$ cat src/rtl/motor_dense_serial_mac_16_7.sv
// Serial dense layer, ap_fixed<16,7>: one MAC per clock, results packed per output lane.
// Define MOTOR_DENSE_SAT_EN to saturate outputs instead of the default AP_WRAP behaviour.
module motor_dense_serial_mac_16_7 #(
  parameter int N_IN  = 4,
  parameter int N_OUT = 2,
  parameter logic [N_IN*N_OUT*16-1:0] WEIGHTS = '0,
  parameter logic [N_OUT*16-1:0]      BIASES  = '0,
  parameter int ACC_W = 40
) (
  input  logic                  ap_clk,
  input  logic                  ap_rst,
  input  logic                  ap_start,
  output logic                  ap_done,
  output logic                  ap_idle,
  output logic                  ap_ready,
  input  logic [N_IN*16-1:0]    x_in,
  output logic [N_OUT*16-1:0]   ap_return
);
  localparam int IW = (N_IN  > 1) ? $clog2(N_IN)  : 1;
  localparam int JW = (N_OUT > 1) ? $clog2(N_OUT) : 1;
  localparam logic [IW-1:0] I_LAST = IW'(N_IN - 1);
  localparam logic [JW-1:0] J_LAST = JW'(N_OUT - 1);

  // Packed layouts line up with the flat parameter encoding: element [j][i] sits at (j*N_IN+i)*16.
  localparam logic [N_OUT-1:0][N_IN-1:0][15:0] W_ARR = WEIGHTS;
  localparam logic [N_OUT-1:0][15:0]           B_ARR = BIASES;

  typedef enum logic [1:0] {S_IDLE, S_MAC, S_DONE} state_t;

  state_t                  state, state_nxt;
  logic [N_IN-1:0][15:0]   x_reg;
  logic [N_OUT-1:0][15:0]  y_q;
  logic [IW-1:0]           i_idx;
  logic [JW-1:0]           j_idx;
  logic signed [ACC_W-1:0] acc, acc_next;
  logic signed [31:0]      prod;

  function automatic logic signed [ACC_W-1:0] bias_acc(input logic [15:0] b);
    return {{(ACC_W-16){b[15]}}, b} << 9;
  endfunction

  function automatic logic [15:0] fmt(input logic signed [ACC_W-1:0] a);
    logic signed [ACC_W-1:0] sh;
    sh = a >>> 9;
`ifdef MOTOR_DENSE_SAT_EN
    if (sh[ACC_W-1:15] != {(ACC_W-15){sh[ACC_W-1]}})
      return sh[ACC_W-1] ? 16'h8000 : 16'h7FFF;
`endif
    return sh[15:0];
  endfunction

  assign prod     = 32'($signed(x_reg[i_idx])) * 32'($signed(W_ARR[j_idx][i_idx]));
  assign acc_next = acc + ACC_W'(prod);

  always_ff @(posedge ap_clk) begin
    if (ap_rst) state <= S_IDLE;
    else        state <= state_nxt;
  end

  always_comb begin
    state_nxt = state;
    case (state)
      S_IDLE:  if (ap_start) state_nxt = S_MAC;
      S_MAC:   if (i_idx == I_LAST && j_idx == J_LAST) state_nxt = S_DONE;
      S_DONE:  state_nxt = S_IDLE;
      default: state_nxt = S_IDLE;
    endcase
  end

  always_ff @(posedge ap_clk) begin
    if (ap_rst) begin
      x_reg <= '0;
      y_q   <= '0;
      acc   <= '0;
      i_idx <= '0;
      j_idx <= '0;
    end else begin
      case (state)
        S_IDLE: if (ap_start) begin
          x_reg <= x_in;
          i_idx <= '0;
          j_idx <= '0;
          acc   <= bias_acc(B_ARR[0]);
        end
        S_MAC: if (i_idx == I_LAST) begin
          y_q[j_idx] <= fmt(acc_next);
          i_idx      <= '0;
          j_idx      <= j_idx + JW'(1);
          // The bias of the following lane seeds its accumulation; nothing follows the last lane.
          if (j_idx != J_LAST) acc <= bias_acc(B_ARR[j_idx + JW'(1)]);
        end else begin
          i_idx <= i_idx + IW'(1);
          acc   <= acc_next;
        end
        default: ;
      endcase
    end
  end

  assign ap_idle   = (state == S_IDLE);
  assign ap_done   = (state == S_DONE);
  assign ap_ready  = (state == S_DONE);
  assign ap_return = y_q;
endmodule

$ cat config.mk
export PLATFORM = sky130hd
export DESIGN_NAME = motor_dense_serial_mac_16_7
export DESIGN_NICKNAME = d
export VERILOG_FILES = /design/src/rtl/motor_dense_serial_mac_16_7.sv
export SDC_FILE = /design/constraint.sdc
export NUM_CORES = 1
export LEC_CHECK = 0
export ABC_AREA = 1
export BUFFER_PORTS_ARGS = -buffer_cell sky130_fd_sc_hd__buf_4
export CAP_MARGIN = 20
export CELL_PAD_IN_SITES_DETAIL_PLACEMENT = 1
export CELL_PAD_IN_SITES_GLOBAL_PLACEMENT = 1
export CORE_MARGIN = 2
export CORE_UTILIZATION = 13
export DETAILED_ROUTE_END_ITERATION = 8
export GPL_TIMING_DRIVEN = 0
export HOLD_SLACK_MARGIN = 0.03
export PLACE_DENSITY = 0.93
export SLEW_MARGIN = 20
export SYNTH_ARGS = -nofsm -noshare
export SYNTH_HDL_FRONTEND = slang
export SYNTH_SLANG_ARGS = --single-unit
$ cat constraint.sdc
create_clock -name ap_clk -period 1.5 [get_ports ap_clk]
set_input_delay 0.075 -clock ap_clk [delete_from_list [all_inputs] [get_ports ap_clk]]
set_output_delay 0.075 -clock ap_clk [all_outputs]
set_load 0.02 [all_outputs]
## Word level (Yosys, flattened, before mapping)

Index checks and enable logic that the tools add are counted.

- $add $sub $neg: 3
- Multiply operators: 1
- $lt $le $gt $ge: 4
- Equal/unequal tests: 7
- Multiplexer cells: 22
- Reduce and logical (&&, ||, !) cells: 10

Operators by type and width:

| cell | number |
|---|---|
| two-way mux 40 bit | 3 |
| case mux 40 bit (2 select lines) | 1 |
| binary-select mux 16 bit (select 2 bit) | 2 |
| two-way mux 16 bit | 4 |
| two-way mux 64 bit | 1 |
| adder 40 x 32 -> 40 bit | 1 |
| bitwise mux 32 bit | 1 |
| multiplier 16 x 16 -> 32 bit | 1 |
| demux 16 bit (select 1 bit) | 1 |
| two-way mux 2 bit | 4 |
| case mux 2 bit (2 select lines) | 2 |
| AND reduction 2 bit | 4 |
| inequality test 2 bit (second input constant) | 3 |
| AND reduction 3 bit | 2 |
| equality test 2 bit (second input constant) | 2 |
| < comparator 1 x 2 -> 1 bit (second input constant) | 2 |
| < comparator 2 x 3 -> 1 bit (second input constant) | 1 |
| inequality test 3 bit (second input constant) | 1 |
| adder 2 x 1 -> 2 bit (second input constant) | 1 |
| equality test 2 x 1 -> 1 bit (second input constant) | 1 |
| logical AND 1 bit | 2 |
| zero test 2 bit | 1 |
| two-way mux 1 bit | 2 |
| case mux 1 bit (2 select lines) | 1 |
| other kinds (3) | 3 |

- Bits in registers: 141
- Output and inout bits: 35
- Logic and storage cells: 57

## Depth between registers and ports, before layout

- Word-level depth: 8
- Mapped depth: 6

## Least setup slack after synthesis

OpenSTA, ideal clock, no wires.

- Path kind: reg2reg
- From: register state[0]
- To: register j_idx
- Data arrival time: 0.902 ns
- Data required time: 1.390 ns
- Slack: 0.487 ns
- Cell stages (with the launch flop): 5
- Buffers on the path: 0
- Cell sequence: dfxtp_1 > nor2_1 > nand2_1 > nand3_1 > nor2_2

- Longest elaborated chain between the ends: 3
- Elaborated cells on any way between the ends: 7

Ends and longest elaborated chain:

| what | line | source |
|---|---|---|
| from (decl) | 30 | `state_t state, state_nxt;` |
| from (signal assigned) | 57 | `else state <= state_nxt;` |
| zero test 2 bit * | - |  |
| net ap_idle | 14 | `output logic ap_idle,` |
| inequality test 2 bit (no line) / nonzero test 2 bit (equally long branches) | - |  |
| AND reduction 3 bit (no line) | - |  |
| to (signal assigned) | 88 | `j_idx <= j_idx + JW'(1);` |
| to (decl) | 34 | `logic [JW-1:0] j_idx;` |

The timed path passes the listed nets; every way through them passes the cells marked *.
A chain may end at the register's enable or synchronous reset.

## Final worst setup path

- From: register state[1]
- To: output ap_ready

- Longest elaborated chain between the ends: 1

Ends and longest elaborated chain:

| what | line | source |
|---|---|---|
| equality test 2 bit | 102 | `assign ap_ready = (state == S_DONE);` |
| to (decl) | 15 | `output logic ap_ready,` |

Every way passes these cells.

==> results.md <==
- DIE HEIGHT: 64.5 um
- Average footprint of a synthesized cell: 7.20 um2
- Worst vdd rail ir drop: 0.000130 V
- Post-route antenna net violation count: 0
- Share of synthesized area spent on multiplexers: 0%
- Setup slack on the worst flop-to-flop path: 0.52 ns
- Setup violation total in the final timing report: 0
- Clock latency on the worst-skew pair: 0.24 ns
- Worst setup path class: flip-flop to output pin
- Maximum buffer depth of the clock tree: 2
- Detail-routed via count per cell: 2.74
- Wire length after detailed routing: 869 um
- Mapped Cells: 66
- Final layout net count: 176
- Overall fraction of global-route tracks in use: 4.13%
- Fraction of the mapped netlist area in simple logic gates: 15.3%
- Largest fanout on the critical path: 3
- Final-layout fill cell count: 448
- Arrival @ worst endpoint: 1.05 ns
- Setup TNS: 0 ns
- Final setup skew: 0.00445 ns
- Highest clock rate: 886 MHz
- Register Area: 100 um2
- Largest net degree at the start of global routing: 6
- Max-cap violation count: 0
- Std cell rows: 21
- Post-layout min period: 1.13 ns
- N_diodes: 0
- Remaining DRCs: 0
- Number of global-route vias before repair: 363
- Area share of the largest cell type after synthesis: 52.1%
- Post-synthesis cell type count: 13
- Global-route wire length before repair: 1330 um
- Total vias in the final route: 419
- Port Buffers: 5
- Number of ports placed on the die boundary: 102
- Antenna violations before repair: 0
- Post-route clock period utilization: 75.3%
- Hold violation total from the final report: 0
- Area occupied by multi-input gates: 225 um2
- Die ar.: 4160 um2
- Cts repair resizes: 0
- Synth Cell Area: 475 um2
- Sequential-to-total area share from yosys stat: 21.1%
- Worst hold-check path type: primary input to flip-flop
- Post-layout utilization of the core: 21.2%
- Initial DRC Count: 34
- Yosys warns: 0
- Power density cells: 653 nW/um2
- Buffer type at the clock tree root: sky130_fd_sc_hd__clkbuf_4
- Overflow left after global routing: 0
- Max-slew violation count: 0
- Register bit total from synthesis: 5
- Compound-Gate Fraction of Synth Area: 4.21%
- Number of clock sinks: 5
- Area Overhead vs Synth: 52.1%
- Initial cell density of the core: 13.9%
- Proportion of layout cells with a drive suffix above 1: 41.1%
- Clock transition at the register clock pins on the worst setup and hold paths after CTS: 0.05 ns
- Max H-tree Level: 1
- Die Wd: 64.5 um
- HPWL Detailed: 761 um
- Run status: finished clean
- Tot Pwr: 0.472 mW
- Startpoint Class: flip-flop
- Top area cells in the synthesized netlist: sky130_fd_sc_hd__buf_4 52%, sky130_fd_sc_hd__dfxtp_1 21%, sky130_fd_sc_hd__nand2_1 7.1%
- Detailed-route wire length per cell: 5.68 um
- Adder-Cell Fraction of Synth Area: 2.63%
- CTS Buf Count: 3
- Largest family of logic cells by synthesized area: buffers and inverters
- Total leakage power: 0.425 nW
- Post-synthesis xor/xnor area fraction: 0%
- Unrepaired setup endpoints after global routing: no
- Placeable Area: 3420 um2
- Required arrival time at the worst endpoint: 1.42 ns
- First-pass detailed-route iteration total: 2
- CTS tree: built
- Worst hold slack across all endpoints: 0.149 ns
- Routability Congestion: 0.699
- CP Capture Type: output pin
- Yosys top cell by area: sky130_fd_sc_hd__buf_4
layer usage:
layer | track usage (%) | vias up | share of wire (%)
met5 | 0 | - | 0
met4 | 1.60 | 0 | 1.4
met3 | 2.78 | 2 | 13
met2 | 7.55 | 22 | 53
met1 | 3.48 | 178 | 33
li1 | - | 217 | -
cells in the final DEF, fill, tap and decap left out:
cell type	instances
sky130_fd_sc_hd__nand4_1	1
sky130_fd_sc_hd__nor2_1	4
sky130_fd_sc_hd__ha_1	1
sky130_fd_sc_hd__nand2_1	9
sky130_fd_sc_hd__buf_4	38
sky130_fd_sc_hd__conb_1	32
sky130_fd_sc_hd__a21oi_1	3
sky130_fd_sc_hd__clkbuf_1	1
sky130_fd_sc_hd__dfxtp_1	5
sky130_fd_sc_hd__dlygate4sd3_1	1
sky130_fd_sc_hd__nand3_1	1
sky130_fd_sc_hd__clkbuf_4	3
sky130_fd_sc_hd__inv_1	4
sky130_fd_sc_hd__nor2_2	2
sky130_fd_sc_hd__inv_2	1
sky130_fd_sc_hd__o21ai_0	1
cell families after synthesis:
family | count (synthesis)
adder cells (fa/ha/maj) | 1
flip-flops | 5
AND/OR/NAND/NOR | 17
AO/OA/AOI/OAI | 4
buffers and inverters | 38
other | 1
report_power, final:
group / total (mW) / switching (mW) / internal (mW)
logic: 0.172 / 0.101 / 0.0707
registers: 0.143 / 0.00504 / 0.138
clock network: 0.157 / 0.0566 / 0.101
total: 0.472 / 0.163 / 0.310
stage by stage:
step | area (um2) | setup WS, ns | cells
4_1_cts | 723 | 0.344 | 153
5_1_grt | 723 | 0.290 | 153
2_1_floorplan | 592 | 0.487 | 97
6_report | 723 | 0.371 | 153
3_5_place_dp | 687 | 0.535 | 148
3_3_place_gp | 687 | 0.563 | 148
sequential cells by signal, indices dropped and copies added (netlist names):
| signal | cells |
|---|---|
| state | 2 |
| i_idx | 2 |
| j_idx | 1 |
worst max-delay path, cell delays in order, from the launching register on:
cell                      delay [ns]
sky130_fd_sc_hd__dfxtp_1        0.36
sky130_fd_sc_hd__inv_1          0.08
sky130_fd_sc_hd__nor2_1         0.13
sky130_fd_sc_hd__buf_4          0.12
sky130_fd_sc_hd__buf_4          0.12
final timing paths:
path | from | to | cells past startpoint
worst max register to register | i_idx[0]$_SDFFE_PP0P_ | j_idx$_SDFFE_PP0P_ | 4
worst max-delay path | state[1]$_SDFFE_PP0P_ | ap_ready | 4
worst min-delay path | ap_start | state[0]$_SDFFE_PP0P_ | 3
worst min register to register | i_idx[1]$_SDFFE_PP0P_ | i_idx[1]$_SDFFE_PP0P_ | 2
final cells by class:
| cell class | instances | share of cell area [%] |
|---|---|---|
| sequential | 5 | 13.8 |
| timing repair buffer | 6 | 6.57 |
| inverter | 5 | 2.60 |
| clock buffer | 4 | 3.63 |
| tap | 46 | 7.96 |
| multi-input combinational | 54 | 31.1 |
| buffer | 33 | 34.3 |
timing repair:
action                                 CTS  global route
hold buffers                             1             0
endpoints found under the hold margin    4             0
buffers inserted                         0             0
cell usage after synthesis (all sizes together):
library cell	count
nor2	6
conb	1
ha	1
a21oi	3
o21ai	1
buf	33
nand4	1
inv	5
nand2	9
nand3	1
dfxtp	5
Power figures use the tool's default switching activity.
